## src/rtl/c_element_if.sv

```systemverilog
`default_nettype none
`timescale 1ns/1ps
// ============================================================================
// Module  : c_element_if
// Purpose : Handshake bundle for the Muller C-element block. It groups the two
//           handshake inputs and the three C-element outputs.
// Signals : A, B        - handshake inputs, one bit per lane
//           C1          - behavioural asynchronous C-element output
//           C2          - majority-gate asynchronous C-element output
//           C3          - synchronised, registered C-element output
// Modports: master      - drives A/B and observes C1..C3 (environment side)
//           slave       - observes A/B and drives C1..C3 (c_element side)
// Revision: 1.0 - initial release
// ============================================================================
interface c_element_if #(
  parameter int WIDTH = 1
);
  logic [WIDTH-1:0] A;
  logic [WIDTH-1:0] B;
  logic [WIDTH-1:0] C1;
  logic [WIDTH-1:0] C2;
  logic [WIDTH-1:0] C3;

  modport master (output A, output B, input C1, input C2, input C3);
  modport slave  (input A, input B, output C1, output C2, output C3);
endinterface
`default_nettype wire

```

## src/rtl/c_element.sv

```systemverilog
`default_nettype none
`timescale 1ns/1ps
// ============================================================================
// Module  : c_element
// Purpose : WIDTH independent Muller C-elements for the MouseTrap handshake
//           path. Each lane applies the same rule three ways:
//             C1 - behavioural level-sensitive element (no clock)
//             C2 - majority gate with its own feedback state (no clock)
//             C3 - inputs pass through a SYNC_STAGES-deep synchroniser and the
//                  element is evaluated on each rising clk edge
//           Rule: A=B=1 -> 1, A=B=0 -> 0, A!=B -> hold.
// Ports   : clk       - clock for the C3 path only
//           extReset  - asynchronous active-high reset of every state element
//           bus       - c_element_if slave: A, B in; C1, C2, C3 out
// Params  : WIDTH       - number of lanes
//           SYNC_STAGES - synchroniser depth in front of C3, 0..4
//                         (0 feeds A/B straight into the C3 register)
// Revision: 1.0 - initial release
// ============================================================================
module c_element #(
  parameter int WIDTH       = 1,
  parameter int SYNC_STAGES = 2
) (
  input  wire logic   clk,
  input  wire logic   extReset,
  c_element_if.slave  bus
);

  // --------------------------------------------------------------------------
  // Asynchronous elements, one pair per lane
  // --------------------------------------------------------------------------
  genvar gi;
  generate
    for (gi = 0; gi < WIDTH; gi++) begin : g_lane
      logic r_c1;
      logic r_c2;
      logic w_set;
      logic w_clr;

      // maj(A, B, q) is forced to 1 when A=B=1 and to 0 when A=B=0; with A!=B
      // it returns q. The feedback path is therefore a set/clear storage node.
      assign w_set = bus.A[gi] & bus.B[gi];
      assign w_clr = ~(bus.A[gi] | bus.B[gi]);

      // Behavioural form: transparent while the inputs agree, opaque while
      // they differ. Reset dominates so A/B are ignored while it is high.
      always_latch begin
        if (extReset) begin
          r_c1 <= 1'b0;
        end else if (bus.A[gi] == bus.B[gi]) begin
          r_c1 <= bus.A[gi];
        end
      end

      // Majority-gate form, kept as a separate storage node so that any
      // disagreement with C1 exposes a fault in either implementation.
      always_latch begin
        if (extReset) begin
          r_c2 <= 1'b0;
        end else if (w_set | w_clr) begin
          r_c2 <= w_set;
        end
      end

      assign bus.C1[gi] = r_c1;
      assign bus.C2[gi] = r_c2;
    end
  endgenerate

  // --------------------------------------------------------------------------
  // Synchroniser in front of the clocked element
  // --------------------------------------------------------------------------
  logic [WIDTH-1:0] w_a_sync;
  logic [WIDTH-1:0] w_b_sync;

  generate
    if (SYNC_STAGES == 0) begin : g_nosync
      assign w_a_sync = bus.A;
      assign w_b_sync = bus.B;
    end else begin : g_sync
      logic [SYNC_STAGES-1:0][WIDTH-1:0] r_a_sync;
      logic [SYNC_STAGES-1:0][WIDTH-1:0] r_b_sync;

      always_ff @(posedge clk or posedge extReset) begin
        if (extReset) begin
          r_a_sync <= '0;
          r_b_sync <= '0;
        end else begin
          r_a_sync[0] <= bus.A;
          r_b_sync[0] <= bus.B;
          for (int i = 1; i < SYNC_STAGES; i++) begin
            r_a_sync[i] <= r_a_sync[i-1];
            r_b_sync[i] <= r_b_sync[i-1];
          end
        end
      end

      assign w_a_sync = r_a_sync[SYNC_STAGES-1];
      assign w_b_sync = r_b_sync[SYNC_STAGES-1];
    end
  endgenerate

  // --------------------------------------------------------------------------
  // Clocked element: SYNC_STAGES+1 rising edges from a stable input change
  // --------------------------------------------------------------------------
  logic [WIDTH-1:0] r_c3;

  always_ff @(posedge clk or posedge extReset) begin
    if (extReset) begin
      r_c3 <= '0;
    end else begin
      r_c3 <= (w_a_sync & w_b_sync) | (r_c3 & (w_a_sync | w_b_sync));
    end
  end

  assign bus.C3 = r_c3;

endmodule
`default_nettype wire

```

## src/flat_wrapper.sv

```systemverilog
// flat-port wrapper written by rule: the top's interface ports become plain ports
module c_element_flat 
#(
  parameter int WIDTH       = 1,
  parameter int SYNC_STAGES = 2
)
  (clk, extReset, bus_A, bus_B, bus_C1, bus_C2, bus_C3);
  c_element_if #(.WIDTH(WIDTH)) bus_i ();
  input  wire logic clk;
  input  wire logic extReset;
  input wire logic [$bits(bus_i.A)-1:0] bus_A;
  input wire logic [$bits(bus_i.B)-1:0] bus_B;
  output wire logic [$bits(bus_i.C1)-1:0] bus_C1;
  output wire logic [$bits(bus_i.C2)-1:0] bus_C2;
  output wire logic [$bits(bus_i.C3)-1:0] bus_C3;
  assign bus_i.A = bus_A;
  assign bus_i.B = bus_B;
  assign bus_C1 = bus_i.C1;
  assign bus_C2 = bus_i.C2;
  assign bus_C3 = bus_i.C3;
  c_element #(.WIDTH(WIDTH), .SYNC_STAGES(SYNC_STAGES)) u_core (.clk(clk), .extReset(extReset), .bus(bus_i));
endmodule
```

## config.mk

```make
export PLATFORM = sky130hd
export DESIGN_NAME = c_element_flat
export DESIGN_NICKNAME = d
export VERILOG_FILES = /design/src/rtl/c_element_if.sv /design/src/rtl/c_element.sv /design/src/flat_wrapper.sv
export SDC_FILE = /design/constraint.sdc
export NUM_CORES = 1
export LEC_CHECK = 0
export ABC_CLOCK_PERIOD_IN_PS = 1000
export BUFFER_PORTS_ARGS = -buffer_cell sky130_fd_sc_hd__buf_2
export CAP_MARGIN = 10
export CORE_AREA = 4 4 41 43
export DETAILED_ROUTE_END_ITERATION = 16
export DIE_AREA = 0 0 45 47
export PLACE_DENSITY_LB_ADDON = 0.08
export SETUP_SLACK_MARGIN = 0.1
export SLEW_MARGIN = 40
export SYNTH_ARGS = -nofsm -noshare
export SYNTH_HDL_FRONTEND = slang
export SYNTH_SLANG_ARGS = --single-unit
```

## constraint.sdc

```tcl
create_clock -name clk -period 1 [get_ports clk]
set_input_delay 0.15 -clock clk [delete_from_list [all_inputs] [get_ports clk]]
set_output_delay 0.15 -clock clk [all_outputs]
set_load 0.02 [all_outputs]
```

==> metrics <==
GP Congestion=0.555; post-synthesis register bit count=7; status=completed; fin nets=30; actual slew at the worst max-slew pin=181 ps; # diodes=0; I/O pins=7; DIE WIDTH=45 um; crit path max fanout=2; setup bufs post-CTS=0; R2R Setup Slk=190 ps; GRT Total Usage=4.54%; RR Startpoint=u_core.bus.C3; kind of critical path=flop to output pin; crit-path cells=buf_6; 1st-iter DRT viols=2; Peak supply drop=0.000839 V; Syn Inst Count=13; Mapped Nets=18; internal power=0.000398 W; met3 WL post-DR=47 um; Seq pwr share=45.5%; global-route wire length before repair=545 um; initial core utilization=15.5%; Sw Ratio=21.1%; Clk pwr share=44.8%; f_max=1090 MHz; clock slew at reported path FFs=40 ps; register pins left without a clock=2; pin count of the biggest net entering global routing=6; Top Metal Used=met4; Required @ worst endpoint=850 ps; post-route ant nets=0; IO Port Bufs=6; CTS tree=built; share of layout cells above drive strength 1=41.7%; reg2reg end=u_core.bus.C3; Max Cap Violations=0; P_leak=0.143 nW; Slew Limit Fails=0; Pwr Total=0.000505 W; Final period util=92.1%; Worst Skew=3.50 ps; total number of vias=136; Longest Clk Path Bufs=2; Fin. Hold Viols=0; total of fill cells in the finished design=153; fin crit period=921 ps; EDFF count, synth=0; RSZ-0062 raised after global routing=yes; Hold Crit Class=primary input to flop; asr flop ratio synth=71.4%; Synth top area share=62.1%; root buf cell=clkbuf_4; final setup violation count=0; Setup crit start=u_core.bus.C3; top cells by count, synth=dfrtp_1, dlxtp_1, nor2b_1; core footprint=0.00130 mm^2; Reg area=155 um^2; cts bufs inserted=3; Metal-1 WL=105 um; CP peak stage delay=390 ps; DRT Wirelength=288 um; number of global-route vias before repair=144; Crit path max-delay family=flip-flops; Cell Area, Synth=201 um^2; Rows=13; library cells used by synthesis=7; Worst Path Arrival=770 ps; ratio of total power to cell area=1720 mW/mm^2; latest clock arrival within the worst-skew pair=240 ps; TritonRoute pass-1 iters=2; Comb pwr share=9.7%; Vias/cell=3.49; slowest stage cell on the critical path=dfrtp_1; largest cells by area after synthesis=dfrtp_1, dlxtp_1, ha_1; wire length per cell=7.38 um; Worst Path Buf+Inv=1; Die H=47 um; CP endpoint kind=output pin; Slew headroom=87.9%; Layout area overhead=45.3%; worst r2r path cells=1; endpoints left unconstrained=4; most numerous cell in the Yosys netlist=dfrtp_1; CP endpoint=bus_C3; Die ar.=0.00212 mm^2; ys flop type=dfrtp_1; Critical Path Stages=1; HPWL Detailed=238 um; multi-input logic area=42.5 um^2; Mean Syn Cell Area=15.5 um^2; crit path launch type=flop; Warnings, synthesis=0; routed wl met2=132 um; area leader, netlist=dfrtp_1; net switching power figure=0.000106 W; initial antenna violation count=0; drt drc=0; Remaining Overflow, GRT=0; Fin Setup TNS=0 ps; H-tree levels=1
## per-stage QoR
step	instances	setup WS (ps)	hold WS [ps]	utilization, %	area (um^2)
finish	39	78.9	43.5	22.5	293
global route	39	44.7	26.5	22.5	293
CTS	39	72.5	40.1	22.5	293
detailed placement	34	211	83.2	19.2	250
global placement	34	218	85.9	19.2	250
floorplan	13	124	-71.5	-	201
## cells by family after synthesis
family / count (synthesis) / share of synthesized area (%)
adders and majority gates: 2 / 11.8
buffers and inverters: 1 / 1.86
DFF: 5 / 62.1
latches: 2 / 14.9
and+or+nand+nor: 3 / 9.32
## sequential cells by signal, indices dropped and copies added, names as in the netlist
register,count
u_core.bus.C1,1
u_core.bus.C2,1
u_core.bus.C3,1
u_core.g_sync.r_a_sync,1
u_core.g_sync.r_b_sync,1
u_core.w_a_sync,1
u_core.w_b_sync,1
## how the worst min path moves through the flow
| stage | from | to | cells past startpoint |
|---|---|---|---|
| finish | bus_B | u_core.g_sync.r_b_sync[0] | 1 |
| global route | bus_B | u_core.g_sync.r_b_sync[0] | 1 |
| CTS | bus_B | u_core.g_sync.r_b_sync[0] | 1 |
| detailed placement | extReset | u_core.g_sync.r_a_sync[0] | 2 |
| global placement | extReset | u_core.g_sync.r_a_sync[0] | 2 |
| floorplan | extReset | u_core.bus.C3 | 1 |
## final cells by class
class                      instances  share of cell area (%)
clock buffer                       4                    8.97
inverter                           1                    1.28
tap                               15                    6.41
timing repair buffer               7                    15.8
multi-input combinational          5                    14.5
sequential                         7                    53.0
## timing repair
item / 4_1_cts / 5_1_grt
hold buffers: 1 / 0
endpoints found under the hold margin: 5 / 0
resized for setup: 2 / 0
setup endpoints to repair: 1 / 1
## power groups by stage
| stage | logic (W) | clock network (W) | registers (W) |
|---|---|---|---|
| floorplan | 0.0000144 | 0 | 0.000240 |
| global placement | 0.0000430 | 0 | 0.000231 |
| detailed placement | 0.0000429 | 0 | 0.000231 |
| CTS | 0.0000506 | 0.000235 | 0.000230 |
| global route | 0.0000544 | 0.000259 | 0.000231 |
| finish | 0.0000489 | 0.000226 | 0.000230 |
## layer usage
| metal | vias to the layer above | GRT usage (%) |
|---|---|---|
| li1 | 63 | - |
| met1 | 62 | 3.72 |
| met2 | 9 | 4.80 |
| met3 | 2 | 6.90 |
| met4 | 0 | 3.51 |
| met5 | - | 0 |
## cells in the final DEF, fill, tap and decap left out
master / count
dlxtp_1: 2
dfrtp_1: 5
inv_1: 1
nand2b_1: 1
nor2b_1: 2
maj3_2: 1
ha_1: 1
buf_2: 5
clkbuf_1: 1
dlygate4sd3_1: 1
buf_6: 1
clkbuf_4: 3
(Power assumes the default switching activity.)
